## src/rtl/dprf_arb.sv

```systemverilog
// Port-2 arbiter/sequencer for the dual-port frame RAM: CPU (requester 0, priority)
// and loader/DMA (requester 1) share one read/write port through a 3-cycle access FSM.
module dprf_arb #(
    parameter int KB     = 16,
    parameter int MAXRUN = 4,
    localparam int AW    = $clog2(KB * 1024)
) (
    input  logic          clock,
    input  logic          reset,
    input  logic          rq0,
    input  logic          wr0,
    input  logic [AW-1:0] a0,
    input  logic [7:0]    d0,
    output logic [7:0]    q0,
    output logic          ack0,
    input  logic          rq1,
    input  logic          wr1,
    input  logic [AW-1:0] a1,
    input  logic [7:0]    d1,
    output logic [7:0]    q1,
    output logic          ack1,
    output logic          ce2,
    output logic          we2,
    output logic [AW-1:0] a2,
    output logic [7:0]    d2,
    input  logic [7:0]    q2
);

    localparam logic [1:0] S_IDLE  = 2'd0;
    localparam logic [1:0] S_ISSUE = 2'd1;
    localparam logic [1:0] S_DATA  = 2'd2;

    localparam logic [3:0] RUN_MAX = 4'(MAXRUN);

    logic [1:0] r_state;
    logic [3:0] r_run;
    logic       r_grant;
    logic       r_wr;
    logic       w_grant;

    // Requester 1 wins when it is alone or when requester 0 has used up its run
    assign w_grant = rq1 && (!rq0 || (r_run == RUN_MAX));

    always_ff @(posedge clock) begin
        if (reset) begin
            r_state <= S_IDLE;
            r_run   <= 4'd0;
            r_grant <= 1'b0;
            r_wr    <= 1'b0;
            ce2     <= 1'b0;
            we2     <= 1'b1;
            a2      <= '0;
            d2      <= 8'h00;
            ack0    <= 1'b0;
            ack1    <= 1'b0;
            q0      <= 8'h00;
            q1      <= 8'h00;
        end else begin
            ack0 <= 1'b0;
            ack1 <= 1'b0;
            case (r_state)
                S_IDLE: begin
                    ce2 <= 1'b0;
                    we2 <= 1'b1;
                    if (!rq1) begin
                        r_run <= 4'd0;
                    end
                    if (rq0 || rq1) begin
                        r_grant <= w_grant;
                        r_wr    <= w_grant ? wr1 : wr0;
                        we2     <= w_grant ? ~wr1 : ~wr0;
                        a2      <= w_grant ? a1 : a0;
                        d2      <= w_grant ? d1 : d0;
                        ce2     <= 1'b1;
                        r_state <= S_ISSUE;
                        if (w_grant) begin
                            r_run <= 4'd0;
                        end else if (rq1 && (r_run != RUN_MAX)) begin
                            r_run <= r_run + 4'd1;
                        end
                    end
                end
                S_ISSUE: begin
                    ce2     <= 1'b0;
                    we2     <= 1'b1;
                    r_state <= S_DATA;
                end
                S_DATA: begin
                    // q2 now holds the word the RAM sampled on the ISSUE edge
                    if (r_grant) begin
                        ack1 <= 1'b1;
                        if (!r_wr) begin
                            q1 <= q2;
                        end
                    end else begin
                        ack0 <= 1'b1;
                        if (!r_wr) begin
                            q0 <= q2;
                        end
                    end
                    r_state <= S_IDLE;
                end
                default: begin
                    r_state <= S_IDLE;
                end
            endcase
        end
    end

endmodule

```

## config.mk

```make
export PLATFORM = sky130hd
export DESIGN_NAME = dprf_arb
export DESIGN_NICKNAME = d
export VERILOG_FILES = /design/src/rtl/dprf_arb.sv
export SDC_FILE = /design/constraint.sdc
export NUM_CORES = 1
export LEC_CHECK = 0
export BUFFER_PORTS_ARGS = -buffer_cell sky130_fd_sc_hd__buf_4
export CAP_MARGIN = 20
export CELL_PAD_IN_SITES_DETAIL_PLACEMENT = 1
export CELL_PAD_IN_SITES_GLOBAL_PLACEMENT = 1
export CORE_ASPECT_RATIO = 1.25
export CORE_UTILIZATION = 24
export DETAILED_ROUTE_END_ITERATION = 10
export GPL_TIMING_DRIVEN = 0
export HOLD_SLACK_MARGIN = 0.08
export PLACE_DENSITY_LB_ADDON = 0.1
export SYNTH_ARGS = -nofsm -noshare
export SYNTH_HDL_FRONTEND = slang
export SYNTH_SLANG_ARGS = --single-unit
export TNS_END_PERCENT = 10
```

## constraint.sdc

```tcl
create_clock -name clock -period 3.58 [get_ports clock]
set_input_delay 0.358 -clock clock [delete_from_list [all_inputs] [get_ports clock]]
set_output_delay 0.358 -clock clock [all_outputs]
set_load 0.1 [all_outputs]
```

## Word level (Yosys, flattened, before mapping)

Cells that the tools add are included.

| storage, ports and cells | value |
|---|---|
| register bits after elaboration | 50 |
| latch bits | 0 |
| memory bits (writable) | 0 |
| bits in read-only memories | 0 |
| logic and storage cells | 50 |
| memories | 0 |

| operators by class | value |
|---|---|
| $add $sub $neg | 1 |
| $mul | 0 |
| div/mod/pow operators | 0 |
| magnitude comparators | 0 |
| equality and inequality tests | 5 |
| shifts and indexed selects | 0 |
| mux-type cells | 16 |
| bitwise operators | 5 |
| reductions and logical operators | 11 |

Operators by type and width:

| cell | number |
|---|---|
| $mux 4 | 4 |
| $mux 14 | 1 |
| $mux 8 | 1 |
| $mux 1 | 6 |
| $reduce_and 3->1 | 2 |
| $not 1->1 | 5 |
| $add 4x1->4 const B | 1 |
| $eq 4x3->1 const B | 1 |
| $ne 4x3->1 const B | 1 |
| $pmux 1 s2 | 2 |
| $pmux 2 s2 | 1 |
| $eq 2x1->1 const B | 1 |
| $eq 2x2->1 const B | 1 |
| $logic_and 1x1->1 | 2 |
| $logic_not 2->1 | 1 |
| $logic_or 1x1->1 | 2 |
| $mux 2 | 1 |
| $ne 2x2->1 const B | 1 |
| $reduce_and 2->1 | 1 |
| $reduce_bool 2->1 | 1 |
| $reduce_or 2->1 | 1 |
| $logic_not 1->1 | 1 |

## Longest topological paths before layout

| logic depth | value |
|---|---|
| depth in word-level cells | 6 |
| mapped depth | 7 |

## Worst setup path before layout

OpenSTA, ideal clock, no wires.

| timing | value |
|---|---|
| kind | reg-to-reg |
| from | register r_run[0] |
| to | register a2[13] |
| library setup time | 0.134 ns |
| data arrival time | 1.508 ns |
| data required time | 3.446 ns |
| setup slack | 1.938 ns |
| cell stages (with the launch flop) | 8 |
| buffers on the path | 2 |
| cells stage by stage | dfxtp_1 > inv_1 > ha_1 > and3b_1 > buf_2 > buf_2 > a2111oi_0 > nor4_1 |

| on the way | value |
|---|---|
| longest elaborated chain between the ends | 4 |

Ends and longest elaborated chain:

| what | line | RTL |
|---|---|---|
| start, declared | 36 | `logic [3:0] r_run;` |
| start signal, assigned | 79 | `r_run <= r_run + 4'd1;` |
| $eq 4x3->1 | 42 | `assign w_grant = rq1 && (!rq0 \|\| (r_run == RUN_MAX));` |
| $logic_or 1x1->1 | 42 |  |
| $logic_and 1x1->1 | 42 |  |
| $mux 14 | 72 | `a2 <= w_grant ? a1 : a0;` |
| end signal, assigned | 72 |  |
| end, declared | 24 | `output logic [AW-1:0] a2,` |

No other way between the ends.
A chain may end at the register's enable or synchronous reset.

## Worst setup path after layout

| timing | value |
|---|---|
| from | register r_run[0] |
| to | register a2[0] |

The elaborated chain is that of the path after synthesis.

==> reports/metrics.csv <==
metric,value,unit
RSZ-0062 raised after global routing,false,
crit-path cells,inv_1 > ha_1 > nand3b_1 > clkbuf_1 > a2111oi_0 > nor4_1,
MaxCap Viol Count,0,
register area share after synthesis,0.410,
hold_sp,q2[3],
final period utilization,0.580,
Power Internal,1080,uW
CTS root buf,clkbuf_16,
post_cts resized,0,
TritonCTS Buffers,5,
CP max FO,10,
total power,1710,uW
CP peak stage delay,0.55,ns
remaining global-route overflow,0,
Worst Path Required,3.74,ns
DP HPWL,6330,um
initial DRC count,72,
largest net degree at the start of global routing,17,
I/O pin cnt,100,
Fin Setup TNS,0,ns
Hold Buf Count CTS,0,
vias in the first global route,2650,
DR vias,2538,
Clock Latency Late Sink,0.30,ns
worst-case reg-to-reg path depth,6,
Setup Skew,0.00655,ns
Pre-Repair DR Iteration Count,4,
synth unique cells,34,
first-pass GRT wire length,14100,um
CTS tree,built,
htree depth,2,
crit-path leading delay family,compound AO/OA/AOI/OAI gates,
combinational fraction of design power,0.314,
Fin. Hold Viols,0,
Net Sw Power,639,uW
Power Density,490,nW/um^2
PortBufs,97,
Post-CTS Setup Bufs,0,
core area,9760,um^2
Seq pwr share,0.360,
"Setup violations, final",0,
row count,40,
Mapped Area,2440,um^2
outcome,completed,
routed len/inst,17.8,um
total routed wirelength,8830,um
max-slew violations,0,
FILL cells,1179,
Synthesis Warnings,0,
"commonest non-fill, non-tap cell in the layout",buf_4,
initial antenna violation count,0,
synthesized area per cell,9.25,um^2
Worst-Margin Slew,0.920,ns
Gate Count Post-Synth,264,
hold path cells,3,
share of cells above drive strength 1,0.358,
clock power share,0.325,
post-route ant nets,0,
#FFs+latches synth,50,
die height,115,um
Min-Delay Path Class,input pin to flop,
Die W,92.2,um
syn_nets,324,
Slowest cell on crit path,a2111oi_0,
Area Overhead vs Synth,43.2,%
Max Clock Freq,0.481,GHz
critical path class,flop to flop,
most frequent cells in the layout,"buf_4 (97), dfxtp_1 (50), a21oi_1 (36)",
slew margin rel.,0.385,
# diodes,0,
peak supply drop,199,uV
GRT Total Usage,0.172,
Via-to-Cell Ratio,5.13,
CP Data Arrival Time,2.24,ns
FF-to-FF setup slack,1.50,ns
startpoint types,flop,
Critical Path Start,r_run[0]$_SDFFE_PP0P_,
CP endpoint kind,flop,
final net count,428,
full die area,10600,um^2
switching share of power,0.373,
Final Wtd Congestion,0.764,
clock period minus worst slack,2.08,ns
drt drc,0,
initial core utilization,0.250,
FF-to-FF Start,r_run[0]$_SDFFE_PP0P_,
"CTS clk-pin slew, worst paths",0.07,ns
P_leak,0.00131,uW
CP bufs+invs,2,
CTS sink cnt,50,
CP Depth,6,
worst-case clock buffer depth,2,
-- routing by layer --
metal  GRT usage  wire (um)  vias to the layer above
met3      0.0397        496                       10
met1       0.209       3760                     1205
met4      0.0542        125                        0
met2       0.301       4450                       83
li1            -          -                     1240
met5           0          0                        -
-- kinds of logic after synthesis --
logic type / after synthesis / share of synthesized area
AOI/OAI and AO/OA: 90 / 0.287
adders and majority gates: 2 / 0.0102
buffers and inverters: 41 / 0.0912
DFF: 50 / 0.410
muxes: 8 / 0.0328
and+or+nand+nor: 73 / 0.169
-- final timing paths --
path                                            to
worst max-delay path            a2[0]$_SDFFE_PP0P_
worst min-delay path            q1[3]$_SDFFE_PP0P_
worst max register to register  a2[0]$_SDFFE_PP0P_
worst min register to register  q0[3]$_SDFFE_PP0P_
-- Yosys cell counts --
library cell | n | area share
buf_2 | 13 | 0.027
nand3b_1 | 2 | 0.0061
or3_1 | 1 | 0.0026
dfxtp_1 | 50 | 0.41
nand3_1 | 2 | 0.0041
a21oi_1 | 36 | 0.074
mux2i_1 | 8 | 0.033
o21ai_0 | 1 | 0.0020
clkbuf_1 | 13 | 0.020
a311oi_1 | 1 | 0.0036
nor3b_1 | 1 | 0.0031
a2111oi_1 | 29 | 0.12
nor4bb_1 | 1 | 0.0041
or2_2 | 1 | 0.0026
nor4b_2 | 1 | 0.0061
nor4_1 | 23 | 0.059
o211ai_1 | 1 | 0.0031
or4b_1 | 1 | 0.0041
o32ai_1 | 1 | 0.0036
nor4b_1 | 1 | 0.0036
inv_1 | 5 | 0.0077
a2111oi_2 | 3 | 0.018
and4bb_2 | 2 | 0.010
a211oi_1 | 1 | 0.0031
and3b_1 | 1 | 0.0036
or2_1 | 1 | 0.0026
nand2_1 | 19 | 0.029
a32oi_1 | 1 | 0.0036
buf_6 | 7 | 0.032
nand2b_1 | 3 | 0.0077
a2111oi_0 | 16 | 0.057
nor2_1 | 13 | 0.020
buf_1 | 3 | 0.0046
ha_1 | 2 | 0.010
-- worst min-delay path: stages --
cell and delay (ns):
buf_4 0.08, mux2i_1 0.05, nor2_1 0.07
-- through the flow --
stage / util / std cells / instance area [um^2] / setup slack [ns] / hold WS (ns)
after floorplan: - / 264 / 2440 / 1.94 / 0.462
after global placement: 0.341 / 487 / 3330 / 1.61 / 0.443
after detailed placement: 0.341 / 487 / 3330 / 1.61 / 0.455
after CTS: 0.358 / 495 / 3500 / 1.56 / 0.304
after global routing: 0.358 / 495 / 3500 / 1.33 / 0.305
final: 0.358 / 495 / 3500 / 1.50 / 0.304
-- state kept, by name (all words and copies together), names as in the netlist --
register	cells
r_grant	1
q1	8
ack0	1
q0	8
ack1	1
d2	8
r_state	2
ce2	1
we2	1
r_wr	1
r_run	4
a2	14
-- final cells by class --
cell class | count | area, um^2 | share of cell area
Buffer | 36 | 204 | 0.0583
Clock buffer | 5 | 125 | 0.0358
Clock inverter | 3 | 45.0 | 0.0129
Inverter | 5 | 18.8 | 0.00536
Multi-Input combinational cell | 173 | 1220 | 0.348
Sequential cell | 50 | 1000 | 0.286
Tap cell | 126 | 158 | 0.0451
Timing Repair Buffer | 97 | 728 | 0.208
-- power groups by stage --
stage	clock [uW]	combinational (uW)	sequential, uW
after floorplan	0	145	870
after global placement	0	541	630
after detailed placement	0	543	631
after CTS	574	544	618
after global routing	594	569	622
final	558	539	618
No activity file was read; power rests on OpenSTA's default activity.
